**config.mk**
```make
export PLATFORM = sky130hd
export DESIGN_NAME = spike_rate_decoder
export DESIGN_NICKNAME = d
export VERILOG_FILES = /design/src/rtl/spike_pkg.sv /design/src/rtl/sat_counter.sv /design/src/rtl/spike_rate_decoder.sv
export SDC_FILE = /design/constraint.sdc
export NUM_CORES = 1
export LEC_CHECK = 0
export ABC_AREA = 1
export CORE_UTILIZATION = 55
export DETAILED_ROUTE_END_ITERATION = 8
export PLACE_DENSITY = 0.79
export SYNTH_ARGS = -nofsm -noshare
export SYNTH_HDL_FRONTEND = slang
export SYNTH_SLANG_ARGS = --single-unit
```
**constraint.sdc**
```tcl
create_clock -name clk -period 1.85 [get_ports clk]
set_input_delay 0.2775 -clock clk [delete_from_list [all_inputs] [get_ports clk]]
set_output_delay 0.2775 -clock clk [all_outputs]
set_load 0.01 [all_outputs]
```
**src/rtl/spike_pkg.sv**
```systemverilog
// spike_pkg: shared definitions for the spike rate decoder.
//   - default rate word / window widths
//   - saturation limit of the default-width accumulator
//   - decoder FSM state encoding
package spike_pkg;

  localparam int DEF_COUNT_W  = 5;
  localparam int DEF_WINDOW_W = 8;

  // Largest count a default-width accumulator can hold.
  localparam logic [DEF_COUNT_W-1:0] SAT_LIMIT = '1;

  typedef enum logic [1:0] {
    IDLE  = 2'd0,
    COUNT = 2'd1,
    HOLD  = 2'd2
  } state_t;

endpackage

```
**src/rtl/sat_counter.sv**
```systemverilog
// sat_counter: W-bit saturating up-counter with synchronous clear and a
// sticky overflow flag. The outputs are the values the counter takes on
// the coming edge (clear aside), so the owner can capture a window total
// that includes the current sample on the same edge that clears it.
// Ports:
//   clk, rst_n      clock, async active-low reset
//   clr             clear count and overflow (wins over inc)
//   inc             attempt an increment this cycle
//   nxt_count       count after this cycle's increment
//   nxt_ovf         overflow after this cycle's increment
module sat_counter
  import spike_pkg::*;
#(
  parameter int W = DEF_COUNT_W
) (
  input  logic         clk,
  input  logic         rst_n,
  input  logic         clr,
  input  logic         inc,
  output logic [W-1:0] nxt_count,
  output logic         nxt_ovf
);

  logic [W-1:0] r_count;
  logic         r_ovf;
  logic         w_at_max;

  assign w_at_max  = (r_count == '1);
  assign nxt_count = (inc && !w_at_max) ? r_count + W'(1) : r_count;
  // An increment attempted while already at the limit is what flags overflow.
  assign nxt_ovf   = r_ovf | (inc & w_at_max);

  always_ff @(posedge clk or negedge rst_n) begin
    if (!rst_n) begin
      r_count <= '0;
      r_ovf   <= 1'b0;
    end else if (clr) begin
      r_count <= '0;
      r_ovf   <= 1'b0;
    end else if (inc) begin
      r_count <= nxt_count;
      r_ovf   <= nxt_ovf;
    end
  end

endmodule

```
**src/rtl/spike_rate_decoder.sv**
```systemverilog
// spike_rate_decoder: counts neuron spikes over back-to-back windows of
// window_len cycles and presents each window count on a valid/ready port.
// A finished result that cannot be handed over waits in HOLD.
// Optional feature macro: SPIKE_ISI_EN adds isi_min, the minimum interval
// in cycles between consecutive spikes of the reported window.
// Ports:
//   clk, reset      clock, async active-low reset
//   enable          run windows while high, abort partial window on low
//   spike           neuron spike, sampled every cycle in COUNT
//   window_len      window length, latched at each window start
//   rate            spike count of the last completed window
//   rate_valid      rate holds an unconsumed result
//   rate_ready      consumer accepts rate on rate_valid && rate_ready
//   overflow        count saturated in the window reported on rate
//   isi_min         minimum inter-spike interval (SPIKE_ISI_EN only)
//   busy            FSM not in IDLE
//
// state | meaning
// IDLE  | waiting for enable with a non-zero window_len
// COUNT | sampling spike, timer counting down the window
// HOLD  | window finished, result parked until the output register frees
module spike_rate_decoder
  import spike_pkg::*;
#(
  parameter int WINDOW_W = DEF_WINDOW_W,
  parameter int COUNT_W  = DEF_COUNT_W
) (
  input  logic                clk,
  input  logic                reset,
  input  logic                enable,
  input  logic                spike,
  input  logic [WINDOW_W-1:0] window_len,
  output logic [COUNT_W-1:0]  rate,
  output logic                rate_valid,
  input  logic                rate_ready,
  output logic                overflow,
`ifdef SPIKE_ISI_EN
  output logic [WINDOW_W-1:0] isi_min,
`endif
  output logic                busy
);

  state_t               r_state;
  logic [WINDOW_W-1:0]  r_timer;
  logic [COUNT_W-1:0]   r_rate;
  logic                 r_rate_valid;
  logic                 r_overflow;
  logic [COUNT_W-1:0]   r_held_rate;
  logic                 r_held_ovf;

  logic                 w_free;
  logic                 w_restart;
  logic                 w_last;
  logic                 w_load_end;
  logic                 w_load_hold;
  logic                 w_clr;
  logic                 w_inc;
  logic [COUNT_W-1:0]   w_acc_nxt;
  logic                 w_acc_ovf_nxt;

  // Output register can take a result if empty or being drained this edge.
  assign w_free      = !r_rate_valid || rate_ready;
  assign w_restart   = enable && (window_len != '0);
  assign w_last      = (r_state == COUNT) && enable && (r_timer == WINDOW_W'(1));
  assign w_load_end  = w_last && w_free;
  assign w_load_hold = (r_state == HOLD) && w_free;
  assign w_clr       = ((r_state == IDLE) && w_restart)
                     || ((w_load_end || w_load_hold) && w_restart);
  assign w_inc       = (r_state == COUNT) && enable && spike;

  sat_counter #(.W(COUNT_W)) u_acc (
    .clk       (clk),
    .rst_n     (reset),
    .clr       (w_clr),
    .inc       (w_inc),
    .nxt_count (w_acc_nxt),
    .nxt_ovf   (w_acc_ovf_nxt)
  );

`ifdef SPIKE_ISI_EN
  logic [WINDOW_W-1:0]  r_isi_cnt;
  logic                 r_isi_seen;
  logic [WINDOW_W-1:0]  r_isi_win_min;
  logic [WINDOW_W-1:0]  r_held_isi;
  logic [WINDOW_W-1:0]  r_isi_min;
  logic [WINDOW_W-1:0]  w_isi_min_nxt;

  // r_isi_cnt is cycles since the previous spike, so on a spike it is the interval.
  assign w_isi_min_nxt = (w_inc && r_isi_seen && (r_isi_cnt < r_isi_win_min))
                       ? r_isi_cnt : r_isi_win_min;
  assign isi_min       = r_isi_min;

  always_ff @(posedge clk or negedge reset) begin
    if (!reset) begin
      r_isi_cnt     <= '0;
      r_isi_seen    <= 1'b0;
      r_isi_win_min <= '1;
      r_held_isi    <= '1;
      r_isi_min     <= '1;
    end else begin
      if (w_clr) begin
        r_isi_cnt     <= '0;
        r_isi_seen    <= 1'b0;
        r_isi_win_min <= '1;
      end else if ((r_state == COUNT) && enable) begin
        if (spike) begin
          r_isi_cnt     <= WINDOW_W'(1);
          r_isi_seen    <= 1'b1;
          r_isi_win_min <= w_isi_min_nxt;
        end else if (r_isi_cnt != '1) begin
          r_isi_cnt <= r_isi_cnt + WINDOW_W'(1);
        end
      end
      if (w_last && !w_free) r_held_isi <= w_isi_min_nxt;
      if (w_load_end)        r_isi_min  <= w_isi_min_nxt;
      else if (w_load_hold)  r_isi_min  <= r_held_isi;
    end
  end
`endif

  always_ff @(posedge clk or negedge reset) begin
    if (!reset) begin
      r_state      <= IDLE;
      r_timer      <= '0;
      r_rate       <= '0;
      r_rate_valid <= 1'b0;
      r_overflow   <= 1'b0;
      r_held_rate  <= '0;
      r_held_ovf   <= 1'b0;
    end else begin
      case (r_state)
        IDLE: begin
          if (w_restart) begin
            r_timer <= window_len;
            r_state <= COUNT;
          end
        end
        COUNT: begin
          if (!enable) begin
            r_state <= IDLE;
          end else if (r_timer == WINDOW_W'(1)) begin
            if (w_free) begin
              if (w_restart) r_timer <= window_len;
              else begin
                r_timer <= '0;
                r_state <= IDLE;
              end
            end else begin
              r_timer     <= '0;
              r_held_rate <= w_acc_nxt;
              r_held_ovf  <= w_acc_ovf_nxt;
              r_state     <= HOLD;
            end
          end else begin
            r_timer <= r_timer - WINDOW_W'(1);
          end
        end
        HOLD: begin
          if (w_free) begin
            if (w_restart) begin
              r_timer <= window_len;
              r_state <= COUNT;
            end else begin
              r_state <= IDLE;
            end
          end
        end
        default: r_state <= IDLE;
      endcase

      // A new result wins over the accept clearing rate_valid on the same edge.
      if (w_load_end) begin
        r_rate       <= w_acc_nxt;
        r_overflow   <= w_acc_ovf_nxt;
        r_rate_valid <= 1'b1;
      end else if (w_load_hold) begin
        r_rate       <= r_held_rate;
        r_overflow   <= r_held_ovf;
        r_rate_valid <= 1'b1;
      end else if (rate_ready) begin
        r_rate_valid <= 1'b0;
      end
    end
  end

  assign rate       = r_rate;
  assign rate_valid = r_rate_valid;
  assign overflow   = r_overflow;
  assign busy       = (r_state != IDLE);

endmodule

```
Yosys cells after proc, flatten, opt, wreduce, memory -nomap -nowiden
Cells that the tools add are included.
{ "totals": {"ff_bits": 29, "input_bits": 13, "output_inout_bits": 8, "word_cells": 74} }
{ "op_classes": {"n_bitwise": 3, "n_eq_ne": 9, "n_reduce_logical": 24, "n_mux": 27, "add_sub_neg": 2} }
{ "ops": {"columns": ["op", "count"], "rows": [
  ["$mux W8", 6],
  ["$mux W5", 5],
  ["$pmux W8 S3", 1],
  ["$mux W2", 6],
  ["$logic_and A1 B1 Y1", 9],
  ["$eq A8 B1 Y1 const B", 1],
  ["$mux W1", 8],
  ["$reduce_and A4 Y1", 2],
  ["$reduce_bool A8 Y1", 1],
  ["$sub A8 B1 Y8 const B", 1],
  ["$ne A2 B2 Y1 const B", 3],
  ["$pmux W2 S3", 1],
  ["$reduce_bool A2 Y1", 3],
  ["$reduce_bool A3 Y1", 2],
  ["$add A5 B1 Y5 const B", 1],
  ["$eq A5 B5 Y1 const B", 1],
  ["$ne A4 B4 Y1 const B", 1],
  ["$logic_or A1 B1 Y1", 3],
  ["$ne A3 B2 Y1 const B", 1],
  ["$reduce_and A3 Y1", 1],
  ["$eq A2 B1 Y1 const B", 1],
  ["$eq A2 B2 Y1 const B", 1],
  ["$logic_not A1 Y1", 2],
  ["$logic_not A2 Y1", 1],
  ["other kinds (3)", 3]
]} }

Logic depth before layout (Yosys ltp)
{ "logic_depth": {"ltp_word": 8, "depth_mapped": 11, "mapped_depth_nobuf": 11} }

Modules after synthesis
A second synthesis with hierarchy kept.
{ "unflattened": {"cells_unflattened": 244, "hier_area_um2": 1831.8} }
{ "by_module_without_submodules": {"columns": ["module", "seq_area_each_um2", "area_each_um2", "instances", "cells_each"], "rows": [
  ["spike_rate_decoder", 575.6, 1470.2, 1, 199],
  ["sat_counter", 150.1, 361.6, 1, 45]
]} }

Least setup slack after synthesis
Ideal clock, no wire load.
{ "synth_path": {"path_kind": "register to register", "startpoint": "register u_acc.r_count[0]", "endpoint": "register r_held_rate[3]", "arrival_ps": 1431, "stages_incl_launch_ff": 12, "t_required_ps": 1774, "path_buffers": 0, "setup_time_ps": 76, "setup_slack_ps": 343, "period_less_slack_ps": 1507, "path_cell_list": "dfrtp_1 ha_1 nand2_1 nor2_1 ha_1 inv_1 nand3_4 clkinv_2 nand2_1 o21ai_1 inv_1 o21ai_1"} }
{ "synth_via": {"elab_chain_cells": 4, "elab_cells_between_ends": 5, "cone_classes": "1 x add/sub; 1 x eq/ne; 1 x mux; 2 x reduce/logical"} }
{ "synth_rtl": {"columns": ["element", "line", "rtl"], "rows": [
  ["from (decl)", "sat_counter.sv:24", "logic [W-1:0] r_count;"],
  ["from (signal assigned)", "sat_counter.sv:41", "r_count <= nxt_count;"],
  ["parallel branches: the longest is 3 deep, another holds $add A5 B1 Y5", null, null],
  ["$mux W5 *", "sat_counter.sv:29", "assign nxt_count = (inc && !w_at_max) ? r_count + W'(1) : r_count;"],
  ["to (signal assigned)", "spike_rate_decoder.sv:150", "r_held_rate <= w_acc_nxt;"],
  ["to (decl)", "spike_rate_decoder.sv:48", "logic [COUNT_W-1:0] r_held_rate;"]
]} }
Mark *: on every way between the ends.
A chain may end at the register's enable or synchronous reset.

Worst setup path in the final report
{ "layout_path": {"startpoint": "register r_state[0]", "endpoint": "output port busy"} }
{ "layout_via": {"elab_chain_cells": 1} }
{ "layout_rtl": {"columns": ["element", "line", "rtl"], "rows": [
  ["from (decl)", "spike_rate_decoder.sv:43", "state_t r_state;"],
  ["from (signal assigned)", "spike_rate_decoder.sv:123", "r_state <= IDLE;"],
  ["from (signal assigned)", "spike_rate_decoder.sv:135", "r_state <= COUNT;"],
  ["from (signal assigned)", "spike_rate_decoder.sv:140", "r_state <= IDLE;"],
  ["$reduce_bool A2 Y1", "spike_rate_decoder.sv:189", "assign busy = (r_state != IDLE);"],
  ["to (decl)", "spike_rate_decoder.sv:40", "output logic busy"]
]} }
Every way passes these cells.

==> metrics.csv <==
metric,value,unit
XOR/XNOR Fraction of Synth Area,1.458,%
ys async rst share,100.0,%
clk_lat worst skew,0.31,ns
DR WL/cell,11.53,um
total die area,0.003509,mm^2
# DRC,0,
P_leak,1.079,nW
"Cell Area, Synth",0.001802,mm^2
final worst slack,0.1135,ns
layout filler cell count,264,
CP required,1.57,ns
Num CTS Buffers,5,
RSZ-0062 raised after global routing,false,
Vias/cell,4.914,
"critical path fanouts, max",3,
Worst VDD drop,0.0006473,V
minimum clock period,1.736,ns
io pins,21,
area share of the largest cell type after synthesis,40.28,%
Iter 0 DRT Violations,86,
syn_nets,258,
part of the cycle the worst path needs,93.86,%
# rows,20,
Synth Flop Type,dfrtp_1,
Top Metal Used,met4,
drt total wl,3620,um
instance count of the mapped netlist,241,
Layout area overhead,17.85,%
average size of a mapped cell,7.476,um^2
Placeable Area,0.003078,mm^2
post-synthesis adder-cell area fraction,2.778,%
worst rel slew slack,75.36,%
Multi-input gate area,900.9,um^2
Max Freq,575.9,MHz
library cells used by synthesis,26,
Compound-Gate Fraction of Synth Area,10.00,%
overall power,1.958,mW
Antenna Cells,0,
Area contributors post-synth,"dfrtp_1 (40%), nand2_1 (15%), inv_1 (7.3%)",
Post-DP HPWL,2779,um
final core occ,68.98,%
"Hold-fix buffers, CTS",0,
"Setup violations, final",0,
synth cell count leaders,"nand2_1 (73), inv_1 (35), dfrtp_1 (29)",
clock net sink count,29,
post-synthesis mux area share,0,%
Final Hold Viols,0,
share of cells above drive strength 1,14.44,%
Critical Path Start,r_state[0],
worst r2r src,u_acc.r_count[0],
routed wl met3,167,um
most common cell in the synthesized netlist,nand2_1,
largest area contributor in the netlist,dfrtp_1,
antenna violations before repair,0,
Simple-Gate Fraction of Synth Area,35.56,%
critical path launch point type,flip-flop,
largest net degree at the start of global routing,30,
largest family of logic cells by synthesized area,simple AND/OR/NAND/NOR gates,
die height,59.24,um
Worst-Margin Slew,0.3688,ns
DR WL met2,1613,um
gpl congestion,0.9115,
Placed Cells,305,
htree depth,2,
vias in the first global route,1376,
CTS tree,yes,
"Seq/Total Area, Yosys",40.28,%
Pwr Density,922.0,mW/mm^2
Synth warnings,0,
first-pass GRT wire length,6210,um
worst hold path type,in -> async,
critical path capture point type,output pin,
Final Skew,0.005377,ns
Hold Slack,0.3352,ns
Max-cap violations,0,
Placement Setup Slack,0.04694,ns
"Cell Count, Final, Fillers Out",314,
Initial Utilization,58.54,%
GR Overflow Total,0,
"Reg clk slew, reported paths",0.09,ns
Setup TNS,0,ns
clk buf depth,2,
max-slew violations,0,
Arrival @ worst endpoint,1.46,ns
final instance area,0.002123,mm^2
status,completed,
ANT nets after route,0,
Die W,59.24,um
GR Util All Layers,24.14,%
WS Path Type,reg -> out,
PortBufs,20,
#FFs+latches synth,29,
First-pass DRT Iterations,4,
clock root cell,clkbuf_4,
Met1 Wirelength,1819,um
total number of vias,1543,
Sequential Area,725.7,um^2
DP Area,0.002049,mm^2
Layout Nets,287,
number of flops mapped to enable cells by yosys,0,
-- worst max-delay path: stages, from the launching register on --
cell	delay, ns
dfrtp_1	0.38
inv_1	0.06
nand2_1	0.15
clkdlybuf4s50_1	0.56
-- placed cells by master (no fill, tap or decap), drive strengths merged --
| cell | synthesis | routed |
|---|---|---|
| nand2 | 81 | 81 |
| inv | 39 | 39 |
| nor2 | 30 | 30 |
| dfrtp | 29 | 29 |
| o21ai | 22 | 22 |
| nand3 | 21 | 21 |
| clkdlybuf4s50 | 0 | 20 |
| clkbuf | 0 | 7 |
| ha | 4 | 4 |
| buf | 2 | 4 |
| xor2 | 3 | 3 |
| a21oi | 3 | 3 |
| clkinv | 2 | 2 |
| o211ai | 2 | 2 |
| o22ai | 1 | 1 |
| o21bai | 1 | 1 |
| nand4 | 1 | 1 |
-- timing repair --
item,in CTS,in global routing
gates resized for setup,0,1
endpoints found under the setup margin,0,2
buffers inserted,0,2
-- routing by layer --
metal  track usage, %  vias up
met3            6.332        2
met4            7.823        0
met2            34.83       36
met1            35.11      693
li1                 -      812
met5                0        -
-- report_power, final --
part | switching, mW | internal [mW]
registers | 0.0921 | 0.740
clock network | 0.204 | 0.179
logic | 0.450 | 0.292
total | 0.747 | 1.21
-- logic make-up after synthesis --
group,count (synthesis)
AOI/OAI and AO/OA,29
xor gates and xnor gates,3
adders and majority gates,4
buffers and inverters,43
DFF,29
and+or+nand+nor,133
-- sequential cells by signal, summed over array words and instances (netlist names) --
signal,flops
r_held_ovf,1
u_acc.r_count,5
r_state,2
u_acc.r_ovf,1
rate,5
rate_valid,1
overflow,1
r_timer,8
r_held_rate,5
-- cell type report --
type / count / share of cell area (%)
Clock buffer: 7 / 2.593
Inverter: 41 / 7.366
Multi-Input combinational cell: 169 / 42.43
Sequential cell: 29 / 34.18
Tap cell: 44 / 2.593
Timing Repair Buffer: 24 / 10.84
-- path summary, 6_finish.rpt --
check | end | slack, ns | cells past startpoint
worst max-delay path | busy | 0.11 | 3
worst min-delay path | r_state[0] | 0.34 | 2
worst max register to register | rate[0] | 0.17 | 8
worst min register to register | r_held_rate[0] | 0.50 | 2
max in group asynchronous | r_timer[1] | 1.23 | 2
min in group clk | r_held_rate[0] | 0.50 | 2
No activity file was read; power rests on OpenSTA's default activity.
